===== src/rtl/mc_control_fsm_if.sv =====
// Control/status bundle between the multi-cycle MIPS datapath and its Moore control unit.
// The control unit takes the master modport; the datapath, or a bench, takes the slave.
interface mc_control_fsm_if #(
    parameter int CNT_W = 16
);
    logic [5:0]       Op;
    logic [5:0]       Function;
    logic             Zero;
    logic             IorD;
    logic             MemRead;
    logic             MemWrite;
    logic             MemtoReg;
    logic             IRWrite;
    logic             PCSource;
    logic             PCSel;
    logic             ALUSrcA;
    logic [1:0]       ALUSrcB;
    logic             RegWrite;
    logic             RegDst;
    logic [3:0]       ALUCtrl;
    logic             instr_done;
    logic             illegal;
    logic [CNT_W-1:0] retired;

    modport master (
        input  Op, Function, Zero,
        output IorD, MemRead, MemWrite, MemtoReg, IRWrite, PCSource, PCSel,
               ALUSrcA, ALUSrcB, RegWrite, RegDst, ALUCtrl,
               instr_done, illegal, retired
    );

    modport slave (
        output Op, Function, Zero,
        input  IorD, MemRead, MemWrite, MemtoReg, IRWrite, PCSource, PCSel,
               ALUSrcA, ALUSrcB, RegWrite, RegDst, ALUCtrl,
               instr_done, illegal, retired
    );
endinterface


===== src/rtl/mc_control_fsm.sv =====
// Moore control unit for the multi-cycle MIPS datapath, with a sticky illegal flag and a retire counter.
// Define MC_CTRL_ADDI_EN to build the addi (Op 0x08) states; otherwise addi halts as illegal.
module mc_control_fsm #(
    parameter int CNT_W = 16
) (
    input logic              clk,
    input logic              reset,
    mc_control_fsm_if.master bus
);
    localparam logic [5:0] OP_RTYPE = 6'h00;
    localparam logic [5:0] OP_BEQ   = 6'h04;
`ifdef MC_CTRL_ADDI_EN
    localparam logic [5:0] OP_ADDI  = 6'h08;
`endif
    localparam logic [5:0] OP_LW    = 6'h23;
    localparam logic [5:0] OP_SW    = 6'h2B;

    localparam logic [3:0] ALU_AND = 4'b0000;
    localparam logic [3:0] ALU_OR  = 4'b0001;
    localparam logic [3:0] ALU_ADD = 4'b0010;
    localparam logic [3:0] ALU_SUB = 4'b0110;
    localparam logic [3:0] ALU_SLT = 4'b0111;
    localparam logic [3:0] ALU_NOR = 4'b1100;

    typedef enum logic [3:0] {
        FETCH, DECODE, MEMADR, MEMRD, MEMWB, MEMWR,
        RTYPE_EX, RTYPE_WB, BEQ_EX,
`ifdef MC_CTRL_ADDI_EN
        ADDI_EX, ADDI_WB,
`endif
        HALT
    } state_t;

    state_t           state;
    state_t           next_state;
    logic             rtype_ok;
    logic [3:0]       rtype_ctrl;
    logic             illegal_q;
    logic [CNT_W-1:0] count;

    always_comb begin
        rtype_ok   = 1'b1;
        rtype_ctrl = ALU_ADD;
        case (bus.Function)
            6'h20:   rtype_ctrl = ALU_ADD;
            6'h22:   rtype_ctrl = ALU_SUB;
            6'h24:   rtype_ctrl = ALU_AND;
            6'h25:   rtype_ctrl = ALU_OR;
            6'h2A:   rtype_ctrl = ALU_SLT;
            6'h27:   rtype_ctrl = ALU_NOR;
            default: rtype_ok   = 1'b0;
        endcase
    end

    always_ff @(posedge clk) begin
        if (reset) begin
            state <= FETCH;
        end else begin
            state <= next_state;
        end
    end

    always_comb begin
        next_state = state;
        case (state)
            FETCH:  next_state = DECODE;
            DECODE: begin
                case (bus.Op)
                    OP_LW, OP_SW: next_state = MEMADR;
                    OP_RTYPE:     next_state = RTYPE_EX;
                    OP_BEQ:       next_state = BEQ_EX;
`ifdef MC_CTRL_ADDI_EN
                    OP_ADDI:      next_state = ADDI_EX;
`endif
                    default:      next_state = HALT;
                endcase
            end
            MEMADR:   next_state = (bus.Op == OP_LW) ? MEMRD : MEMWR;
            MEMRD:    next_state = MEMWB;
            MEMWB:    next_state = FETCH;
            MEMWR:    next_state = FETCH;
            RTYPE_EX: next_state = rtype_ok ? RTYPE_WB : HALT;
            RTYPE_WB: next_state = FETCH;
            BEQ_EX:   next_state = FETCH;
`ifdef MC_CTRL_ADDI_EN
            ADDI_EX:  next_state = ADDI_WB;
            ADDI_WB:  next_state = FETCH;
`endif
            HALT:     next_state = HALT;
            default:  next_state = HALT;
        endcase
    end

    // Reset gates every strobe so a half-finished instruction can never write anything.
    always_comb begin
        bus.IorD       = 1'b0;
        bus.MemRead    = 1'b0;
        bus.MemWrite   = 1'b0;
        bus.MemtoReg   = 1'b0;
        bus.IRWrite    = 1'b0;
        bus.PCSource   = 1'b0;
        bus.PCSel      = 1'b0;
        bus.ALUSrcA    = 1'b0;
        bus.ALUSrcB    = 2'b00;
        bus.RegWrite   = 1'b0;
        bus.RegDst     = 1'b0;
        bus.ALUCtrl    = 4'b0000;
        bus.instr_done = 1'b0;
        if (!reset) begin
            bus.ALUCtrl = ALU_ADD;
            case (state)
                FETCH: begin
                    bus.MemRead = 1'b1;
                    bus.IRWrite = 1'b1;
                    bus.ALUSrcB = 2'b01;
                    bus.PCSel   = 1'b1;
                end
                DECODE: bus.ALUSrcB = 2'b10;
                MEMADR: begin
                    bus.ALUSrcA = 1'b1;
                    bus.ALUSrcB = 2'b10;
                end
                MEMRD: begin
                    bus.IorD    = 1'b1;
                    bus.MemRead = 1'b1;
                end
                MEMWB: begin
                    bus.RegWrite   = 1'b1;
                    bus.MemtoReg   = 1'b1;
                    bus.instr_done = 1'b1;
                end
                MEMWR: begin
                    bus.IorD       = 1'b1;
                    bus.MemWrite   = 1'b1;
                    bus.instr_done = 1'b1;
                end
                RTYPE_EX: begin
                    bus.ALUSrcA = 1'b1;
                    bus.ALUCtrl = rtype_ctrl;
                end
                RTYPE_WB: begin
                    bus.RegWrite   = 1'b1;
                    bus.RegDst     = 1'b1;
                    bus.instr_done = 1'b1;
                end
                BEQ_EX: begin
                    bus.ALUSrcA    = 1'b1;
                    bus.ALUCtrl    = ALU_SUB;
                    bus.PCSource   = 1'b1;
                    bus.PCSel      = bus.Zero;
                    bus.instr_done = 1'b1;
                end
`ifdef MC_CTRL_ADDI_EN
                ADDI_EX: begin
                    bus.ALUSrcA = 1'b1;
                    bus.ALUSrcB = 2'b10;
                end
                ADDI_WB: begin
                    bus.RegWrite   = 1'b1;
                    bus.instr_done = 1'b1;
                end
`endif
                default: bus.ALUCtrl = 4'b0000;
            endcase
        end
    end

    always_ff @(posedge clk) begin
        if (reset) begin
            illegal_q <= 1'b0;
            count     <= '0;
        end else begin
            if (next_state == HALT) begin
                illegal_q <= 1'b1;
            end
            if (bus.instr_done) begin
                count <= count + CNT_W'(1);
            end
        end
    end

    assign bus.illegal = illegal_q;
    assign bus.retired = count;
endmodule


===== src/flat_wrapper.sv =====
// flat-port wrapper written by rule: the top's interface ports become plain ports
module mc_control_fsm_flat 
#(
    parameter int CNT_W = 16
)
  (clk, reset, bus_Op, bus_Function, bus_Zero, bus_IorD, bus_MemRead, bus_MemWrite, bus_MemtoReg, bus_IRWrite, bus_PCSource, bus_PCSel, bus_ALUSrcA, bus_ALUSrcB, bus_RegWrite, bus_RegDst, bus_ALUCtrl, bus_instr_done, bus_illegal, bus_retired);
  mc_control_fsm_if #(.CNT_W(CNT_W)) bus_i ();
  input logic clk;
  input logic reset;
  input wire logic [$bits(bus_i.Op)-1:0] bus_Op;
  input wire logic [$bits(bus_i.Function)-1:0] bus_Function;
  input wire logic [$bits(bus_i.Zero)-1:0] bus_Zero;
  output wire logic [$bits(bus_i.IorD)-1:0] bus_IorD;
  output wire logic [$bits(bus_i.MemRead)-1:0] bus_MemRead;
  output wire logic [$bits(bus_i.MemWrite)-1:0] bus_MemWrite;
  output wire logic [$bits(bus_i.MemtoReg)-1:0] bus_MemtoReg;
  output wire logic [$bits(bus_i.IRWrite)-1:0] bus_IRWrite;
  output wire logic [$bits(bus_i.PCSource)-1:0] bus_PCSource;
  output wire logic [$bits(bus_i.PCSel)-1:0] bus_PCSel;
  output wire logic [$bits(bus_i.ALUSrcA)-1:0] bus_ALUSrcA;
  output wire logic [$bits(bus_i.ALUSrcB)-1:0] bus_ALUSrcB;
  output wire logic [$bits(bus_i.RegWrite)-1:0] bus_RegWrite;
  output wire logic [$bits(bus_i.RegDst)-1:0] bus_RegDst;
  output wire logic [$bits(bus_i.ALUCtrl)-1:0] bus_ALUCtrl;
  output wire logic [$bits(bus_i.instr_done)-1:0] bus_instr_done;
  output wire logic [$bits(bus_i.illegal)-1:0] bus_illegal;
  output wire logic [$bits(bus_i.retired)-1:0] bus_retired;
  assign bus_i.Op = bus_Op;
  assign bus_i.Function = bus_Function;
  assign bus_i.Zero = bus_Zero;
  assign bus_IorD = bus_i.IorD;
  assign bus_MemRead = bus_i.MemRead;
  assign bus_MemWrite = bus_i.MemWrite;
  assign bus_MemtoReg = bus_i.MemtoReg;
  assign bus_IRWrite = bus_i.IRWrite;
  assign bus_PCSource = bus_i.PCSource;
  assign bus_PCSel = bus_i.PCSel;
  assign bus_ALUSrcA = bus_i.ALUSrcA;
  assign bus_ALUSrcB = bus_i.ALUSrcB;
  assign bus_RegWrite = bus_i.RegWrite;
  assign bus_RegDst = bus_i.RegDst;
  assign bus_ALUCtrl = bus_i.ALUCtrl;
  assign bus_instr_done = bus_i.instr_done;
  assign bus_illegal = bus_i.illegal;
  assign bus_retired = bus_i.retired;
  mc_control_fsm #(.CNT_W(CNT_W)) u_core (.clk(clk), .reset(reset), .bus(bus_i));
endmodule

===== config.mk =====
export PLATFORM = sky130hd
export DESIGN_NAME = mc_control_fsm_flat
export DESIGN_NICKNAME = d
export VERILOG_FILES = /design/src/rtl/mc_control_fsm_if.sv /design/src/rtl/mc_control_fsm.sv /design/src/flat_wrapper.sv
export SDC_FILE = /design/constraint.sdc
export NUM_CORES = 1
export LEC_CHECK = 0
export ABC_AREA = 1
export ABC_CLOCK_PERIOD_IN_PS = 1950
export BUFFER_PORTS_ARGS = -buffer_cell sky130_fd_sc_hd__buf_2
export CAP_MARGIN = 10
export CORE_ASPECT_RATIO = 1.2
export CORE_MARGIN = 2
export CORE_UTILIZATION = 39
export CTS_BUF_LIST = sky130_fd_sc_hd__clkbuf_4 sky130_fd_sc_hd__clkbuf_8
export DETAILED_ROUTE_END_ITERATION = 10
export PLACE_DENSITY = 0.67
export SLEW_MARGIN = 10
export SYNTH_ARGS = -nofsm -noshare
export SYNTH_HDL_FRONTEND = slang
export SYNTH_SLANG_ARGS = --single-unit

===== constraint.sdc =====
create_clock -name clk -period 1.95 [get_ports clk]
set_clock_uncertainty 0.1 [all_clocks]
set_input_delay 0.39 -clock clk [delete_from_list [all_inputs] [get_ports clk]]
set_output_delay 0.39 -clock clk [all_outputs]
set_load 0.01 [all_outputs]

==> impl_metrics.yaml, run 1 <==
route:
  drc: 0
  vias: 1529
  dr.first_iter.drc_count: 41
  firstDrtPassIters: 4
  ant_nets: 0
  wl_per_cell_um: 10.8
  routed_wl_mm: 3.37
  vias_per_cell: 4.92
worst_setup_path:
  cp_cell_sequence: "nand2_2 > o21ai_4 > nand2_8 > inv_1 > buf_2"
  r2r-end: "u_core.bus.retired[8]$_SDFFE_PP0P_"
  critPathTopFamily: "flip-flops"
  r2r_cells: 9
  reg2reg_slack_ps: 200
  cp_slowest_stage_delay_ps: 450
  cp-start-kind: "register"
  r2r_start: "u_core.state[2]$_SDFF_PP0_"
  crit_fanout: 5
  setup.worst_path.end_class: "primary output"
  crit_type: "register to primary output"
  critPathArrivalTime_ps: 1420
  cp_data_required_time_ps: 1460
  critPathBufInv: 2
  cp_slowest_cell: "dfxtp_1"
pwr:
  p_switching_mw: 0.351
  power_frac_comb: 0.282
  power_mw: 1.06
  pwr-share-clk: 0.268
  power_density_nw_per_um2: 565
  intPower_mw: 0.709
  p_leak_nw: 0.896
  swShare: 0.331
  seq_power_share: 0.449
  peakVddDrop_mv: 0.513
run:
  maxCapViolations: 0
finish:
  areaGrowthSynthToFinish_pct: 40.3
  fin_nets: 291
  final_common_cell: "buf_2"
  multiInputGateArea_um2: 877
  fillers: 331
  final_area_um2: 1880
  final_cells: 311
  diodes: 0
  drive_gt1_frac: 0.365
  most-common-layout-cells: "buf_2 (47), nand2_1 (41), nor2_1 (28)"
  register_area_um2: 429
sta:
  period_share: 0.979
  worstMarginPinSlew_ps: 250
  finalHoldViolCount: 0
  period_needed_ps: 1910
  fmax_mhz: 524
  worst_slack_ps: 40.3
  relSlewSlack: 0.832
  final-max-slew-violation-count: 0
  setup_viol: 0
  rsz0062_at_grt: "true"
global_route:
  antenna_found_initial: 0
  grt-ovfl-total: 0
  grt_max_degree: 20
  first_global_vias: 1314
  grt_pass1_wl_mm: 5.34
  grt_usage: 0.168
placed_design:
  dp.final_hpwl_mm: 2.52
  preCtsSetupSlack_ps: -132
  post_dp_cell_area_um2: 1670
  dp.cells: 302
  place.port_buffers: 48
  place_congestion: 0.797
cts:
  cts_tree: "done"
  htreeDepth: 1
  numCtsBuffers: 3
  path_clk_slew_ps: 70
  cts_root_buffer: "clkbuf_8"
  clk_latency_ps: 260
  hold_buffers: 0
  cts_sinks: 21
  cts_max_path_buffers: 2
yosys:
  synth_nets: 228
  ys_types: 23
  syn_area_per_cell_um2: 6.31
  syn_inst: 212
  syn_area_um2: 1340
  ys_ff_latch: 21
  ys_warn_count: 0
  ys_seq_area_frac: 0.314
worst_hold_path:
  hold_depth: 4
  holdPathEnd: "u_core.state[3]$_SDFF_PP0_"
  min_from: "reset"
  min_path_type: "input port to register"
floorplan:
  dieHeight_um: 68.2
  initial_core_util: 0.404
  core_um2: 3310
  ioPinCount: 49
  dieWidth_um: 57.5
  die-area_um2: 3920
  fp-row-count: 23
outcome:
  status: "finished, final reports clean"
## worst max-delay path by stage
stage / start / endpoint / slack (ps) / depth (start not counted)
6_report: u_core.state[2]$_SDFF_PP0_ / bus_instr_done / 40 / 5
5_1_grt: bus_Function[3] / bus_ALUCtrl[0] / -40 / 10
2_1_floorplan: bus_Function[5] / bus_ALUCtrl[0] / 140 / 8
3_3_place_gp: bus_Function[4] / bus_ALUCtrl[0] / -40 / 9
4_1_cts: bus_Function[2] / bus_ALUCtrl[0] / 2 / 10
3_5_place_dp: bus_Function[4] / bus_ALUCtrl[0] / -130 / 7
## registers in the layout, summed over array words and instances (netlist names)
signal / flops
u_core.state: 4
u_core.bus.retired: 16
u_core.bus.illegal: 1
## cell families after synthesis
| family | count (synthesis) | share of synthesized area |
|---|---|---|
| buf+inv | 35 | 0.101 |
| compound gates | 36 | 0.152 |
| xor+xnor | 1 | 0.00655 |
| fa+ha+maj | 1 | 0.00935 |
| flops | 21 | 0.314 |
| simple gates | 118 | 0.416 |
## cells in the mapped netlist
master / number / area share
nand2_1: 43 / 0.12
nor2_1: 35 / 0.098
inv_1: 29 / 0.081
dfxtp_1: 21 / 0.31
a21oi_1: 20 / 0.075
nand3_1: 14 / 0.052
nor3_1: 10 / 0.037
o21ai_0: 8 / 0.030
nand4_1: 7 / 0.033
a31oi_1: 4 / 0.019
clkbuf_1: 3 / 0.0084
nor2_4: 3 / 0.025
o21a_1: 3 / 0.017
inv_2: 2 / 0.0056
nand2_2: 2 / 0.0094
buf_4: 1 / 0.0056
ha_1: 1 / 0.0094
nand2_8: 1 / 0.015
nand3_4: 1 / 0.013
nor2_2: 1 / 0.0047
nor3_2: 1 / 0.0075
o21ai_4: 1 / 0.012
xor2_1: 1 / 0.0065
## metal layers
layer,part of all wire,track usage,up-vias
li1,-,-,811
met1,0.43,0.193,675
met2,0.52,0.322,41
met3,0.040,0.0189,2
met4,0.0056,0.0523,0
met5,0,0,-
## metrics by stage
stage / setup TNS (ps) / hold WS (ps) / utilization
2_1_floorplan: 0 / 374 / -
3_3_place_gp: -38.5 / 343 / 0.505
3_5_place_dp: -132 / 347 / 0.505
4_1_cts: 0 / 353 / 0.532
5_1_grt: -105 / 388 / 0.567
6_report: 0 / 354 / 0.567
## tightest hold or removal path, delay by kind of cell
family | cells | cell delay, ps
and+or+nand+nor | 1 | 80
buffers and inverters | 3 | 210
## cell type report
type                       count  share of cell area
tap                           37              0.0247
clock buffer                   3              0.0220
clock inverter                 1             0.00267
sequential                    21               0.229
multi-input combinational    156               0.467
inverter                      31              0.0633
timing repair buffer          62               0.191
## what timing repair did
| action | in CTS | in global routing |
|---|---|---|
| endpoints found under the setup margin | 5 | 6 |
| resized for setup | 10 | 27 |
| pin swaps | 2 | 7 |
| buffers inserted | 2 | 3 |
## power by group through the flow
stage	logic [mW]	registers, mW	clock network [mW]
floorplan	0.163	0.475	0
global placement	0.246	0.474	0
detailed placement	0.248	0.474	0
CTS	0.265	0.469	0.293
global route	0.331	0.480	0.303
finish	0.299	0.476	0.285
No activity file was read; power rests on OpenSTA's default activity.
==> run 2, diff against run 1 <==
- CELL_PAD_IN_SITES_DETAIL_PLACEMENT: not set -> 1
- CELL_PAD_IN_SITES_GLOBAL_PLACEMENT: not set -> 1
- CORE_UTILIZATION: 39 -> 34
- PLACE_DENSITY: 0.67 -> 0.83
==> run 2 against run 1 <==
  * Clock power increased by 2%
  * Via count rose by 8.3%
  * Sequential power about the same
  * Highest routed layer unchanged
  * Sequential share of layout area shrank 1.1 points
==> impl_metrics.yaml, run 2 (synthesis results as in run 1) <==
worst_setup_path:
  r2r_start: "u_core.state[3]$_SDFF_PP0_"
  critPathArrivalTime_ps: 1430
  crit_type: "input port to primary output"
  r2r-end: "u_core.bus.retired[9]$_SDFFE_PP0P_"
  setup.worst_path.end_class: "primary output"
  r2r_cells: 8
  cp-start-kind: "input port"
  reg2reg_slack_ps: 140
  crit_fanout: 6
  cp_data_required_time_ps: 1460
sta:
  finalHoldViolCount: 0
  worstMarginPinSlew_ps: 258
  relSlewSlack: 0.828
  rsz0062_at_grt: "true"
  final-max-slew-violation-count: 0
  period_share: 0.986
  fmax_mhz: 520
  period_needed_ps: 1920
  setup_viol: 0
cts:
  numCtsBuffers: 3
  path_clk_slew_ps: 80
  htreeDepth: 1
  cts_sinks: 21
  cts_tree: "done"
  cts_root_buffer: "clkbuf_8"
  cts_max_path_buffers: 2
  clk_latency_ps: 260
floorplan:
  dieHeight_um: 72.7
  initial_core_util: 0.362
  die-area_um2: 4450
  dieWidth_um: 61.3
  core_um2: 3690
  ioPinCount: 49
  fp-row-count: 24
pwr:
  peakVddDrop_mv: 0.267
  swShare: 0.347
  power_frac_comb: 0.310
  seq_power_share: 0.428
  power_density_nw_per_um2: 559
  p_leak_nw: 0.933
  intPower_mw: 0.723
  pwr-share-clk: 0.262
  p_switching_mw: 0.385
placed_design:
  dp.final_hpwl_mm: 3.20
  dp.cells: 320
  place_congestion: 0.816
  place.port_buffers: 48
route:
  dr.first_iter.drc_count: 30
  vias: 1656
  ant_nets: 0
  wl_per_cell_um: 14.3
  drc: 0
  vias_per_cell: 4.99
  routed_wl_mm: 4.75
  firstDrtPassIters: 4
global_route:
  grt_max_degree: 20
  grt_pass1_wl_mm: 6.52
  grt-ovfl-total: 0
  antenna_found_initial: 0
  grt_usage: 0.190
  first_global_vias: 1604
finish:
  fin_util: 0.537
  most-common-layout-cells: "buf_2 (47), nand2_1 (39), nor2_1 (26)"
  areaGrowthSynthToFinish_pct: 48.2
  largest_reg_flops: 16
  final_common_cell: "buf_2"
  final_cells: 332
  drive_gt1_frac: 0.411
  diodes: 0
  fin_nets: 297
worst_hold_path:
  min_path_type: "register to register"
  min_from: "u_core.bus.illegal$_SDFFE_PP0N_"
  holdPathEnd: "u_core.bus.illegal$_SDFFE_PP0N_"
  hold_depth: 2
run:
  maxCapViolations: 0
outcome:
  status: "finished, final reports clean"
-- run 2: timing repair --
action / CTS / global route
resized for setup: 12 / 40
endpoints found under the setup margin: 5 / 8
hold buffers: 0 / 0
buffers inserted: 2 / 6
pin swaps: 4 / 11
-- run 2: final cells by class --
type,instances,area (um2)
clock buffer,3,41.3
clock inverter,1,5.00
fill,525,1710
inverter,31,119
multi-input combinational,156,910
sequential,21,430
tap,52,65.1
timing repair buffer,68,412
-- run 2: how the worst max path moves through the flow --
stage / slack [ps] / start / depth (start not counted) / endpoint
finish: 30 / bus_Function[4] / 8 / bus_ALUCtrl[0]
global route: -70 / u_core.state[1]$_SDFF_PP0_ / 8 / bus_PCSel
CTS: -10 / u_core.state[1]$_SDFF_PP0_ / 7 / bus_ALUCtrl[1]
detailed placement: -10 / bus_Function[4] / 10 / bus_ALUCtrl[0]
global placement: 50 / bus_Function[1] / 10 / bus_ALUCtrl[0]
floorplan: 140 / bus_Function[5] / 8 / bus_ALUCtrl[0]
-- run 2: power by group through the flow --
stage          clock [mW]  sequential, mW  combinational [mW]
4_1_cts             0.298           0.470               0.277
2_1_floorplan           0           0.475               0.163
6_report            0.290           0.474               0.343
3_3_place_gp            0           0.474               0.254
5_1_grt             0.320           0.478               0.376
3_5_place_dp            0           0.475               0.260
-- run 2: routing by layer --
layer	track usage	share of wire	vias up
li1	-	-	826
met1	0.198	0.37	772
met2	0.363	0.57	44
met3	0.0248	0.032	14
met4	0.0821	0.030	0
met5	0	0	-
-- run 2: per-stage QoR --
| step | area, um2 | hold WS, ps | setup TNS, ps | setup WS, ps | power, mW |
|---|---|---|---|---|---|
| floorplan | 1340 | 374 | 0 | 141 | 0.638 |
| global placement | 1710 | 344 | 0 | 47.4 | 0.728 |
| detailed placement | 1710 | 351 | -13.2 | -10.3 | 0.734 |
| CTS | 1810 | 363 | -10.4 | -10.4 | 1.05 |
| global route | 1980 | 436 | -236 | -73.3 | 1.17 |
| finish | 1980 | 376 | 0 | 27.8 | 1.11 |
-- run 2: critical path, stage by stage --
cell,delay [ps]
buf_2,120
nor2_4,80
buf_6,130
nand4_1,120
o21ai_2,200
nand4_1,110
a21oi_1,120
buf_2,150
